### src/rtl/alu_seq_nbit.sv
// Sequential signed ALU: ADD/SUB complete in one step, MUL (shift-add) and
// DIV (restoring) iterate one bit per clock. Instructions enter through a
// valid/ready handshake and results leave through another. Only one
// operation is in flight at a time.
module alu_seq_nbit #(
  parameter int unsigned WIDTH = 8
) (
  input  logic               i_clk,
  input  logic               i_rst,
  input  logic [2*WIDTH+1:0] i_instr,
  input  logic               i_in_valid,
  output logic               o_in_ready,
  output logic [WIDTH-1:0]   o_y,
  output logic [WIDTH-1:0]   o_y1,
  output logic               o_c,
  output logic               o_o,
  output logic               o_z,
  output logic               o_dz,
  output logic               o_out_valid,
  input  logic               i_out_ready
);

  localparam int unsigned CW = (WIDTH > 1) ? $clog2(WIDTH) : 1;

  localparam logic [1:0] OpAdd = 2'b00;
  localparam logic [1:0] OpSub = 2'b01;
  localparam logic [1:0] OpMul = 2'b10;
  localparam logic [1:0] OpDiv = 2'b11;

  localparam logic [WIDTH-1:0]   OneW  = WIDTH'(1);
  localparam logic [2*WIDTH-1:0] OneW2 = (2 * WIDTH)'(1);

  typedef enum logic [1:0] {StIdle, StExec, StFixup, StDone} state_e;

  state_e               r_state;
  logic [1:0]           r_op;
  logic                 r_sa;
  logic                 r_sb;
  logic [WIDTH-1:0]     r_opnd;   // |A| for MUL (multiplicand), |B| for DIV (divisor)
  // MUL: {partial product high, multiplier shifting out}
  // DIV: {partial remainder, dividend shifting out / quotient shifting in}
  logic [2*WIDTH-1:0]   r_acc;
  logic [CW-1:0]        r_cnt;
  logic [WIDTH-1:0]     r_y;
  logic [WIDTH-1:0]     r_y1;
  logic                 r_c;
  logic                 r_o;
  logic                 r_z;
  logic                 r_dz;
  logic                 r_out_valid;

  // Instruction decode
  logic [1:0]         w_op;
  logic [WIDTH-1:0]   w_a;
  logic [WIDTH-1:0]   w_b;
  logic [WIDTH-1:0]   w_a_mag;
  logic [WIDTH-1:0]   w_b_mag;
  logic [WIDTH-1:0]   w_b_x;
  logic [WIDTH:0]     w_addsub;
  logic [WIDTH-1:0]   w_as_y;
  logic               w_as_o;

  assign w_op    = i_instr[2*WIDTH+1:2*WIDTH];
  assign w_a     = i_instr[2*WIDTH-1:WIDTH];
  assign w_b     = i_instr[WIDTH-1:0];
  // MIN maps onto 2^(WIDTH-1), which still fits as an unsigned magnitude
  assign w_a_mag = w_a[WIDTH-1] ? (~w_a + OneW) : w_a;
  assign w_b_mag = w_b[WIDTH-1] ? (~w_b + OneW) : w_b;

  // SUB is A + ~B + 1 so the carry out is the no-borrow flag
  assign w_b_x    = (w_op == OpSub) ? ~w_b : w_b;
  assign w_addsub = {1'b0, w_a} + {1'b0, w_b_x} + {{WIDTH{1'b0}}, (w_op == OpSub)};
  assign w_as_y   = w_addsub[WIDTH-1:0];
  assign w_as_o   = (w_a[WIDTH-1] == w_b_x[WIDTH-1]) && (w_as_y[WIDTH-1] != w_a[WIDTH-1]);

  // One shift-add multiply step
  logic [WIDTH:0]     w_mul_sum;
  logic [2*WIDTH-1:0] w_mul_next;

  assign w_mul_sum  = {1'b0, r_acc[2*WIDTH-1:WIDTH]} + (r_acc[0] ? {1'b0, r_opnd} : '0);
  assign w_mul_next = {w_mul_sum, r_acc[WIDTH-1:1]};

  // One restoring divide step; remainder stays below the divisor so the
  // shifted value is below 2^WIDTH and the difference sign bit is exact
  logic [WIDTH:0]     w_div_shift;
  logic [WIDTH:0]     w_div_diff;
  logic [2*WIDTH-1:0] w_div_next;

  assign w_div_shift = {r_acc[2*WIDTH-1:WIDTH], r_acc[WIDTH-1]};
  assign w_div_diff  = w_div_shift - {1'b0, r_opnd};
  assign w_div_next  = w_div_diff[WIDTH]
                     ? {w_div_shift[WIDTH-1:0], r_acc[WIDTH-2:0], 1'b0}
                     : {w_div_diff[WIDTH-1:0], r_acc[WIDTH-2:0], 1'b1};

  // Sign correction applied in FIXUP
  logic               w_neg;
  logic [2*WIDTH-1:0] w_prod;
  logic               w_mul_o;
  logic [WIDTH-1:0]   w_quo;
  logic [WIDTH-1:0]   w_rem;
  logic               w_div_o;

  assign w_neg   = r_sa ^ r_sb;
  assign w_prod  = w_neg ? (~r_acc + OneW2) : r_acc;
  assign w_mul_o = (w_prod[2*WIDTH-1:WIDTH] != {WIDTH{w_prod[WIDTH-1]}});
  assign w_quo   = w_neg ? (~r_acc[WIDTH-1:0] + OneW) : r_acc[WIDTH-1:0];
  assign w_rem   = r_sa ? (~r_acc[2*WIDTH-1:WIDTH] + OneW) : r_acc[2*WIDTH-1:WIDTH];
  // A positive quotient with its top bit set can only be MIN/-1
  assign w_div_o = !w_neg && r_acc[WIDTH-1];

  assign o_in_ready  = (r_state == StIdle) && !i_rst;
  assign o_y         = r_y;
  assign o_y1        = r_y1;
  assign o_c         = r_c;
  assign o_o         = r_o;
  assign o_z         = r_z;
  assign o_dz        = r_dz;
  assign o_out_valid = r_out_valid;

  // Control FSM, iteration datapath and registered results
  always_ff @(posedge i_clk) begin
    if (i_rst) begin
      r_state     <= StIdle;
      r_op        <= OpAdd;
      r_sa        <= 1'b0;
      r_sb        <= 1'b0;
      r_opnd      <= '0;
      r_acc       <= '0;
      r_cnt       <= '0;
      r_y         <= '0;
      r_y1        <= '0;
      r_c         <= 1'b0;
      r_o         <= 1'b0;
      r_z         <= 1'b0;
      r_dz        <= 1'b0;
      r_out_valid <= 1'b0;
    end else begin
      unique case (r_state)
        StIdle: begin
          if (i_in_valid) begin
            r_op  <= w_op;
            r_sa  <= w_a[WIDTH-1];
            r_sb  <= w_b[WIDTH-1];
            r_cnt <= CW'(WIDTH - 1);
            unique case (w_op)
              OpAdd, OpSub: begin
                r_y     <= w_as_y;
                r_y1    <= {WIDTH{w_as_y[WIDTH-1]}};
                r_c     <= w_addsub[WIDTH];
                r_o     <= w_as_o;
                r_z     <= (w_as_y == '0);
                r_dz    <= 1'b0;
                r_state <= StDone;
              end
              OpMul: begin
                r_acc   <= {{WIDTH{1'b0}}, w_b_mag};
                r_opnd  <= w_a_mag;
                r_state <= StExec;
              end
              OpDiv: begin
                if (w_b == '0) begin
                  r_y     <= '1;
                  r_y1    <= w_a;
                  r_c     <= 1'b0;
                  r_o     <= 1'b0;
                  r_z     <= 1'b0;
                  r_dz    <= 1'b1;
                  r_state <= StDone;
                end else begin
                  r_acc   <= {{WIDTH{1'b0}}, w_a_mag};
                  r_opnd  <= w_b_mag;
                  r_state <= StExec;
                end
              end
              default: r_state <= StIdle;
            endcase
          end
        end
        StExec: begin
          r_acc <= (r_op == OpMul) ? w_mul_next : w_div_next;
          if (r_cnt == '0) begin
            r_state <= StFixup;
          end else begin
            r_cnt <= r_cnt - CW'(1);
          end
        end
        StFixup: begin
          r_c  <= 1'b0;
          r_dz <= 1'b0;
          if (r_op == OpMul) begin
            r_y  <= w_prod[WIDTH-1:0];
            r_y1 <= w_prod[2*WIDTH-1:WIDTH];
            r_o  <= w_mul_o;
            r_z  <= (w_prod[WIDTH-1:0] == '0);
          end else begin
            r_y  <= w_quo;
            r_y1 <= w_rem;
            r_o  <= w_div_o;
            r_z  <= (w_quo == '0);
          end
          r_state <= StDone;
        end
        StDone: begin
          // Results are already stable here; valid rises one cycle later
          if (!r_out_valid) begin
            r_out_valid <= 1'b1;
          end else if (i_out_ready) begin
            r_out_valid <= 1'b0;
            r_state     <= StIdle;
          end
        end
        default: r_state <= StIdle;
      endcase
    end
  end

endmodule

### config.mk
export PLATFORM = sky130hd
export DESIGN_NAME = alu_seq_nbit
export DESIGN_NICKNAME = d
export VERILOG_FILES = /design/src/rtl/alu_seq_nbit.sv
export SDC_FILE = /design/constraint.sdc
export NUM_CORES = 1
export LEC_CHECK = 0
export ABC_AREA = 1
export CORE_UTILIZATION = 55
export CTS_CLUSTER_SIZE = 28
export DETAILED_ROUTE_END_ITERATION = 10
export MAX_ROUTING_LAYER = met4
export PLACE_DENSITY = 0.72
export REMOVE_ABC_BUFFERS = 1
export SLEW_MARGIN = 20
export SYNTH_ARGS = -nofsm -noshare
export SYNTH_HDL_FRONTEND = slang
export SYNTH_SLANG_ARGS = --single-unit
### constraint.sdc
create_clock -name i_clk -period 2.9 [get_ports i_clk]
set_clock_uncertainty 0.2 [all_clocks]
set_input_delay 0.58 -clock i_clk [delete_from_list [all_inputs] [get_ports i_clk]]
set_output_delay 0.58 -clock i_clk [all_outputs]
set_load 0.02 [all_outputs]
==> metrics.cfg <==
[power_and_ir_drop]
power.leakage_nw=2.83
vdd_drop_max_mv=0.502
p_clk_frac=0.094
p_switching_w=0.00256
combPwrFrac=0.673
finalPower_w=0.00490
power-per-cell-area_nw_per_um2=824
p_int_w=0.00235
seq_power_share=0.233
switching_share=0.521

[floorplanning]
rows=34
dieArea_um2=9590
die_h_um=98.0
chipWidth_um=98.0
initial_utilization=0.575
core_um2=8810
ios=44

[layout]
fin_util=0.676
synthToLayoutAreaGrowth_pct=17.5
diodes=0
postLayoutCellArea_um2=5950
layout.nets=913
drive_above_1_share=0.121
fin_cells=961

[yosys]
synth-seq-cells=54
synthDistinctLibCells=46
yosysWarnings=0
avgSynthCellArea_um2=6.44
synth_area_leader_cell=dfxtp_1
ys_top_cells_by_area=dfxtp_1 (21%), nand2_1 (13%), ha_1 (8.9%)
synth_ff_type=dfxtp_1
syn_inst=786
synth_top_area_share=0.213
synthArstFlopShare=0
synthesis.area_um2=5060
synth_edf_count=0
yosysSeqAreaShare=0.213

[worst_setup_path]
required_ps=2960
startpoint_type=primary input
cp_max_fo=9
end_kind=register
crit_arrival_ps=2790
critPathKind=primary input to register

[sta]
fmax_mhz=366
fin_crit_sh=0.942
finalCriticalPeriod_ps=2730
hold_viol_final=0
slew_headroom=0.379
slew_violations=0
tightest_slew_ps=931
setup_viol=0

[detailed_routing]
drt-initial-drc-count=369
wl_per_cell_um=15.5
routed_via_density=5.70
wl_mm=14.9
drc_errors=0
via_count=5475
antenna_left=0
first_pass_iters=6

[global_route]
antenna_found_initial=0
grt_max_degree=34
grt-ovfl-total=0
track_usage=0.332
grt_pass1_vias=5196
grt_pass1_wl_mm=24.9

[clock_network]
cts_tree=yes
clock-sinks=54
clock_latency_ps=320
cts_buffer_depth=2
cts_buffers=5
htreeDepth=2
cts_hold_buf=0
clk_pin_slew_worst_paths_ps=120
root_buffer=clkbuf_8

[hold_path]
holdCritPathClass=register to register

[placed_design]
dp.cells=953
hpwl_mm=11.7
gp_congestion=0.936
port-buffer-count=43
placed_area_um2=5800

[outcome]
status=complete, no violations

[run]
maxCapViolations=0

==> routing by layer <==
layer	vias to the layer above	routed length, um	GRT usage	share of wire
met5	-	0	-	0
li1	2746	-	-	-
met3	42	731	0.0408	0.049
met4	0	545	0.128	0.037
met1	2513	6750	0.422	0.45
met2	174	6860	0.535	0.46
==> cell type report <==
class	instances	area (um2)
fill	820	2850
sequential	54	1080
clock inverter	3	25.0
timing repair buffer	91	793
inverter	107	402
clock buffer	5	68.8
multi-input combinational	593	3450
tap	108	135
==> sequential cells by signal (all words and copies together) (netlist names) <==
name and flops:
r_sa 1, r_cnt 3, o_out_valid 1, o_y 8, o_dz 1, o_c 1
r_opnd 8, o_z 1, r_sb 1, r_acc 16, r_state 2, o_o 1
r_op 2, o_y1 8
==> cell usage after synthesis, types with 4 or more instances <==
cell type    n
clkbuf_1    17
o21ai_1      7
xor2_1      23
o21ai_0     74
nand3_1     38
inv_2       12
a31oi_1     17
nand2_2     10
nand4_1     10
dfxtp_1     54
xnor2_1      8
o211ai_1    20
nor2_1      67
a211oi_1     6
o21bai_1     4
nand2_1    169
buf_6        7
buf_2        4
a21oi_1     65
ha_1        36
inv_1       95
==> cell families after synthesis <==
logic type      synth area share
simple gates               0.273
compound gates             0.242
buf+inv                    0.117
flops                      0.213
xor+xnor                  0.0536
fa+ha+maj                  0.101
==> stage by stage <==
stage          setup WS, ps  hold slack [ps]  setup TNS, ps
3_5_place_dp           -205              260          -2480
6_report                169              278              0
4_1_cts                 129              278              0
3_3_place_gp           -140              246          -1400
2_1_floorplan           365              232              0
5_1_grt               -21.4              308          -42.3
==> power groups by stage <==
stage | Sequential (W) | Combinational, W | Clock (W)
4_1_cts | 0.00114 | 0.00324 | 0.000464
6_report | 0.00114 | 0.00330 | 0.000462
2_1_floorplan | 0.00126 | 0.00210 | 0
3_5_place_dp | 0.00116 | 0.00323 | 0
5_1_grt | 0.00117 | 0.00370 | 0.000502
3_3_place_gp | 0.00114 | 0.00317 | 0
==> worst max-delay path: stages <==
cell and delay (ps):
clkdlybuf4s50_1 490, inv_2 70, nand2_8 110, xor2_1 170, ha_1 290, a21o_1 210, a31oi_2 190, buf_4 150
nand3_2 100, nand3_4 160, o211ai_1 130, a21oi_1 140
==> timing repair <==
action	CTS	global route
gates resized for setup	0	9
setup buffers	0	0
hold endpoints to repair	0	0
endpoints found under the setup margin	0	10
==> path summary, 6_finish.rpt <==
check,from,endpoint,slack [ps],cells past startpoint
setup / recovery,i_instr[17],o_y1[1]$_SDFFE_PP0P_,170,12
hold / removal,o_dz$_SDFFE_PP0P_,o_dz$_SDFFE_PP0P_,280,2
hold reg to reg,o_dz$_SDFFE_PP0P_,o_dz$_SDFFE_PP0P_,280,2
setup reg to reg,r_opnd[0]$_SDFFE_PP0P_,r_acc[11]$_SDFFE_PP0P_,310,12
==> cells in the final DEF, fill, tap and decap left out, drive strengths merged, types with 4 or more instances in the layout <==
cell type and instances:
xnor2 8, dfxtp 54, a21oi 66, buf 48, a31oi 17, nand3 42, clkbuf 5, xor2 23
nand4 11, clkdlybuf4s50 42, nor2 68, nand2 182, a211oi 6, o211ai 22, inv 108, o21bai 4
ha 36, nor3 4, o21ai 83
Power figures use the tool's default switching activity.
